<file path="config.mk">
export PLATFORM = sky130hd
export DESIGN_NAME = dcache_ctrl_dm
export DESIGN_NICKNAME = d
export VERILOG_FILES = /design/src/rtl/dcache_ctrl_dm.sv
export SDC_FILE = /design/constraint.sdc
export NUM_CORES = 1
export LEC_CHECK = 0
export CORE_ASPECT_RATIO = 0.75
export CORE_MARGIN = 5
export CORE_UTILIZATION = 55
export CTS_CLUSTER_DIAMETER = 60
export CTS_CLUSTER_SIZE = 25
export DETAILED_ROUTE_END_ITERATION = 8
export PLACE_DENSITY = 0.85
export SLEW_MARGIN = 10
export SYNTH_ARGS = -nofsm -noshare
export SYNTH_HDL_FRONTEND = slang
export SYNTH_SLANG_ARGS = --single-unit
</file>
<file path="constraint.sdc">
create_clock -name clk -period 7.65 [get_ports clk]
set_clock_uncertainty 0.15 [all_clocks]
set_input_delay 1.1475 -clock clk [delete_from_list [all_inputs] [get_ports clk]]
set_output_delay 1.1475 -clock clk [all_outputs]
set_load 0.03 [all_outputs]
</file>
<file path="src/rtl/dcache_ctrl_dm.sv">
// Direct-mapped, write-through, no-write-allocate data cache controller.
// Read hits complete in one cycle; misses and all stores go to memory over the rd_en/wr_en/ready handshake.
module dcache_ctrl_dm #(
    parameter int DATA_WIDTH = 32,
    parameter int ADDR_WIDTH = 32,
    parameter int NUM_LINES  = 16
) (
    input  logic                  clk,
    input  logic                  reset,
    input  logic                  cpu_rd,
    input  logic                  cpu_wr,
    input  logic [ADDR_WIDTH-1:0] cpu_addr,
    input  logic [DATA_WIDTH-1:0] cpu_wdata,
    output logic [DATA_WIDTH-1:0] cpu_rdata,
    output logic                  cpu_done,
    output logic                  cpu_busy,
    output logic                  mem_rd_en,
    output logic                  mem_wr_en,
    output logic [ADDR_WIDTH-1:0] mem_address,
    output logic [DATA_WIDTH-1:0] mem_wr_data,
    input  logic [DATA_WIDTH-1:0] mem_rd_data,
    input  logic                  mem_ready,
    output logic [15:0]           hit_count,
    output logic [15:0]           miss_count
);
    localparam int IDX   = $clog2(NUM_LINES);
    localparam int TAG_W = ADDR_WIDTH - IDX;

    typedef enum logic [2:0] {IDLE, ISSUE, WAIT_BUSY, WAIT_DONE, RESPOND} state_t;

    state_t                  state;
    logic                    is_write;
    logic [DATA_WIDTH-1:0]   line_data [NUM_LINES];
    logic [TAG_W-1:0]        line_tag  [NUM_LINES];
    logic [NUM_LINES-1:0]    line_valid;

    logic [IDX-1:0]   idx;
    logic [TAG_W-1:0] tag;
    logic [IDX-1:0]   fill_idx;
    logic             hit;
    logic             accept;
    logic             write_hit;
    logic             fill;

    assign idx      = cpu_addr[IDX-1:0];
    assign tag      = cpu_addr[ADDR_WIDTH-1:IDX];
    assign fill_idx = mem_address[IDX-1:0];
    assign hit      = line_valid[idx] && (line_tag[idx] == tag);
    // The cycle carrying cpu_done still sees the finished request held, so it must not be taken again.
    assign accept    = (state == IDLE) && !cpu_done && (cpu_rd || cpu_wr);
    assign write_hit = accept && !cpu_rd && hit;
    assign fill      = (state == WAIT_DONE) && mem_ready && !is_write;

    // NOTE: tag/data storage has no reset; only the valid bits must be cleared for correctness.
    always_ff @(posedge clk) begin
        if (write_hit) begin
            line_data[idx] <= cpu_wdata;
        end else if (fill) begin
            line_data[fill_idx] <= mem_rd_data;
            line_tag[fill_idx]  <= mem_address[ADDR_WIDTH-1:IDX];
        end
    end

    // NOTE: all state below uses non-blocking assignments so every register samples pre-edge values.
    always_ff @(posedge clk) begin
        if (reset) begin
            state       <= IDLE;
            is_write    <= 1'b0;
            line_valid  <= '0;
            cpu_rdata   <= '0;
            cpu_done    <= 1'b0;
            cpu_busy    <= 1'b0;
            mem_rd_en   <= 1'b0;
            mem_wr_en   <= 1'b0;
            mem_address <= '0;
            mem_wr_data <= '0;
            hit_count   <= '0;
            miss_count  <= '0;
        end else begin
            cpu_done  <= 1'b0;
            mem_rd_en <= 1'b0;
            mem_wr_en <= 1'b0;
            case (state)
                IDLE: begin
                    if (accept && cpu_rd) begin
                        if (hit) begin
                            cpu_rdata <= line_data[idx];
                            cpu_done  <= 1'b1;
                            if (hit_count != 16'hFFFF) hit_count <= hit_count + 16'd1;
                        end else begin
                            mem_address <= cpu_addr;
                            is_write    <= 1'b0;
                            cpu_busy    <= 1'b1;
                            state       <= ISSUE;
                            if (miss_count != 16'hFFFF) miss_count <= miss_count + 16'd1;
                        end
                    end else if (accept) begin
                        mem_address <= cpu_addr;
                        mem_wr_data <= cpu_wdata;
                        is_write    <= 1'b1;
                        cpu_busy    <= 1'b1;
                        state       <= ISSUE;
                    end
                end
                ISSUE: begin
                    if (mem_ready) begin
                        mem_wr_en <= is_write;
                        mem_rd_en <= !is_write;
                        state     <= WAIT_BUSY;
                    end
                end
                WAIT_BUSY: begin
                    if (!mem_ready) state <= WAIT_DONE;
                end
                WAIT_DONE: begin
                    if (mem_ready) begin
                        if (!is_write) begin
                            cpu_rdata            <= mem_rd_data;
                            line_valid[fill_idx] <= 1'b1;
                        end
                        cpu_busy <= 1'b0;
                        cpu_done <= 1'b1;
                        state    <= RESPOND;
                    end
                end
                RESPOND: state <= IDLE;
                default: state <= IDLE;
            endcase
        end
    end
endmodule

</file>
==> results.sh <==
export IMPL_run_status="finished clean"
export IMPL_synth_area_leaders="edfxtp_1 65%, mux4_2 13%, dfxtp_1 6.9%"
export IMPL_dr_wl_met3_mm=12.44
export IMPL_max_clock_path_buffers=3
export IMPL_rsz0062_at_grt="false"
export IMPL_worst_setup_hold_path_clk_slew_ns=0.10
export IMPL_timing_critical_path_arrival_ns=6.19
export IMPL_drt_total_wl_mm=111.3
export IMPL_synthDistinctLibCells=71
export IMPL_initialDrtViolationCount=3666
export IMPL_num_nets_final=2744
export IMPL_maximum_number_of_pins_on_one_net_before_global_route_repair=98
export IMPL_syn_avg_cell_area_sq_um=18.11
export IMPL_total_leakage_power_nw=15.84
export IMPL_slew_limit_headroom_pct=20.51
export IMPL_holdBufCountCts=0
export IMPL_tritoncts_num_buffers=55
export IMPL_cts_tree="yes"
export IMPL_synth_ff_latch_count=1112
export IMPL_vias=24920
export IMPL_die_area_sq_mm=0.08631
export IMPL_wl_per_cell_microns=29.70
export IMPL_fp_dieW_microns=337.6
export IMPL_post_synthesis_instance_total=2444
export IMPL_clock_root_buffer="clkbuf_16"
export IMPL_grt_pass1_vias=25330
export IMPL_fin_tns_setup_ns=0
export IMPL_final_hold_violation_count=0
export IMPL_timing_critical_path_fanout_max=68
export IMPL_highest_layer="met4"
export IMPL_starting_density_of_the_core_pct=55.28
export IMPL_final_setup_worst_slack_ns=1.689
export IMPL_cts_num_sinks=1112
export IMPL_synth_fp_nets=2547
export IMPL_grt_usage_pct=25.59
export IMPL_number_of_post_cts_setup_repair_buffers=0
export IMPL_asyncSetResetFlopFracSynth_pct=0
export IMPL_detailroute_wirelength_met2_mm=55.14
export IMPL_ioPinCount=233
export IMPL_detail_route_wirelength_met1_mm=40.11
export IMPL_total_power_of_the_final_layout_mw=11.06
export IMPL_fmax_mhz=167.8
export IMPL_drv_slew=0
export IMPL_worst_slew_pin_slew_ns=1.192
export IMPL_die_h_microns=255.7
export IMPL_cellPowerDensity_mw_per_mm2=222.2
export IMPL_critPathLaunchType="input pin"
export IMPL_timing_setup_critical_path_class="in2reg"
export IMPL_synth_top_flop_cell="edfxtp_1"
export IMPL_final_core_utilization_pct=62.18
export IMPL_insertion_delay_ns=0.67
export IMPL_synth_top_area_share_pct=65.13
export IMPL_timing_hold_ws_ns=0.3162
export IMPL_firstDrtPassIters=8
export IMPL_synth_top_cell_by_area="edfxtp_1"
export IMPL_layout_drive_gt1_share_pct=17.71
export IMPL_worst_ep_required_time_ns=7.88
export IMPL_synth_yosys_seq_area_share_pct=72.00
export IMPL_detailedPlace_worstSlack_ns=1.081
export IMPL_synthToLayoutAreaGrowth_pct=12.47
export IMPL_setup_viol=0
export IMPL_worst_r2r_setup_slack_ns=2.71
export IMPL_routabilityCongestion=0.8451
export IMPL_global_route_overflow_total=0
export IMPL_timing_critical_path_to_type="flip-flop"
export IMPL_dp_hpwl_mm=67.10
export IMPL_io_buffers=232
export IMPL_h_tree_depth=2
export IMPL_antenna_found_initial=1
export IMPL_synth_edf_count=960
export IMPL_vdd_ir_drop_worst_mv=0.2020
export IMPL_vias_per_cell=6.651
export IMPL_worstHoldPathType="reg2reg"
export IMPL_row_count=90
export IMPL_syn_cell_area_sq_mm=0.04426
export IMPL_ctsResizeCount=0
export IMPL_post_route_drc_count=0
export IMPL_max_cap_violations=0
export IMPL_grt_pass1_wl_mm=165.4
export IMPL_min_period_ns=5.961
export IMPL_synthesis_yosys_warnings=0
export IMPL_drtAntennaViolNets=0
export IMPL_coreArea_sq_mm=0.08006
export IMPL_period_share_pct=77.92
==> final cells by class <==
class | count | area (sq um)
Clock buffer | 87 | 1538
Antenna cell | 2 | 5.005
Sequential cell | 1112 | 31870
Fill cell | 5161 | 30280
Clock inverter | 16 | 214.0
Timing Repair Buffer | 286 | 2793
Tap cell | 1058 | 1324
Inverter | 42 | 157.7
Multi-Input combinational cell | 1144 | 11880
==> worst paths after layout <==
kind | startpoint | end | cells after the start
min reg2reg | mem_wr_data[3]$_SDFFE_PP0P_ | mem_wr_data[3]$_SDFFE_PP0P_ | 2
max reg2reg | line_tag[14][0]$_DFFE_PP_ | line_data[3][23]$_DFFE_PP_ | 9
max | cpu_addr[1] | line_data[3][23]$_DFFE_PP_ | 11
min | mem_wr_data[3]$_SDFFE_PP0P_ | mem_wr_data[3]$_SDFFE_PP0P_ | 2
==> cell usage in the layout (no fill, tap or decap), drive strengths merged, types with 7 or more instances in the layout <==
cell,count
inv,48
clkinv,7
a22oi,9
nand2b,7
o31ai,10
nor2b,22
nand4,17
or4,10
nand2,194
a22o,7
o22ai,20
and3,10
mux2,21
nor3,8
a21oi,54
mux2i,111
or2,7
a211oi,33
o21ai,20
edfxtp,960
clkbuf,89
nor2,117
or3,10
nor4,7
mux4,256
a221oi,40
xor2,13
clkdlybuf4s50,227
dfxtp,152
xnor2,17
buf,57
and2,41
nand3,30
==> stage by stage <==
stage	std cells	area [sq um]
4_1_cts	3745	49780
5_1_grt	3746	49780
3_3_place_gp	3642	48020
2_1_floorplan	2444	44260
6_report	3747	49780
3_5_place_dp	3642	48020
==> cell usage after synthesis, types with 8 or more instances <==
| library cell | n |
|---|---|
| a211oi_2 | 30 |
| a21oi_1 | 54 |
| a221oi_1 | 40 |
| a22oi_1 | 9 |
| and2_1 | 41 |
| and3_1 | 10 |
| buf_2 | 40 |
| buf_4 | 8 |
| buf_6 | 14 |
| clkbuf_1 | 77 |
| dfxtp_1 | 152 |
| edfxtp_1 | 960 |
| inv_1 | 41 |
| mux2_1 | 12 |
| mux2_2 | 9 |
| mux2i_1 | 111 |
| mux4_2 | 256 |
| nand2_1 | 194 |
| nand3_1 | 30 |
| nand4_1 | 16 |
| nor2_1 | 117 |
| nor2b_1 | 22 |
| o21ai_0 | 14 |
| o22ai_1 | 20 |
| o31ai_1 | 10 |
| or3_1 | 10 |
| or4_1 | 10 |
| xnor2_1 | 17 |
| xor2_1 | 13 |
==> flip-flops by register name, summed over array words and instances, names as in the netlist <==
register and count:
line_data 512, mem_wr_data 32, cpu_done 1, miss_count 16
mem_address 32, hit_count 16, cpu_rdata 32, is_write 1
mem_wr_en 1, line_tag 448, state 3, mem_rd_en 1
cpu_busy 1, line_valid 16
==> where the power goes <==
group | switching, mW | internal (mW)
clock network | 1.92 | 1.46
registers | 0.0991 | 6.67
logic | 0.548 | 0.363
==> critical path, stage by stage <==
cell	delay, ns
clkbuf_8	0.54
buf_4	0.81
mux4_2	0.60
mux2i_1	0.18
mux2_1	0.21
o211ai_1	0.11
nor4_1	0.21
and4_1	0.40
nand4_1	0.45
o22ai_4	1.00
buf_4	0.36
==> cell families (layout without fill, tap and decap cells) <==
group,Yosys count,in the layout,synth area share [%]
simple gates,502,502,5.436
other cells,0,2,0
xor+xnor,30,30,0.5936
buf+inv,188,431,2.013
compound gates,222,222,3.827
flops,1112,1112,72.00
mux,388,388,16.07
fa+ha+maj,2,2,0.05653
==> routing by layer <==
layer / vias to the layer above / global-route usage [%]
met5: - / 0
met2: 1768 / 42.21
met4: 0 / 7.553
met1: 12780 / 35.40
li1: 10110 / -
met3: 257 / 4.852
(Power assumes the default switching activity.)
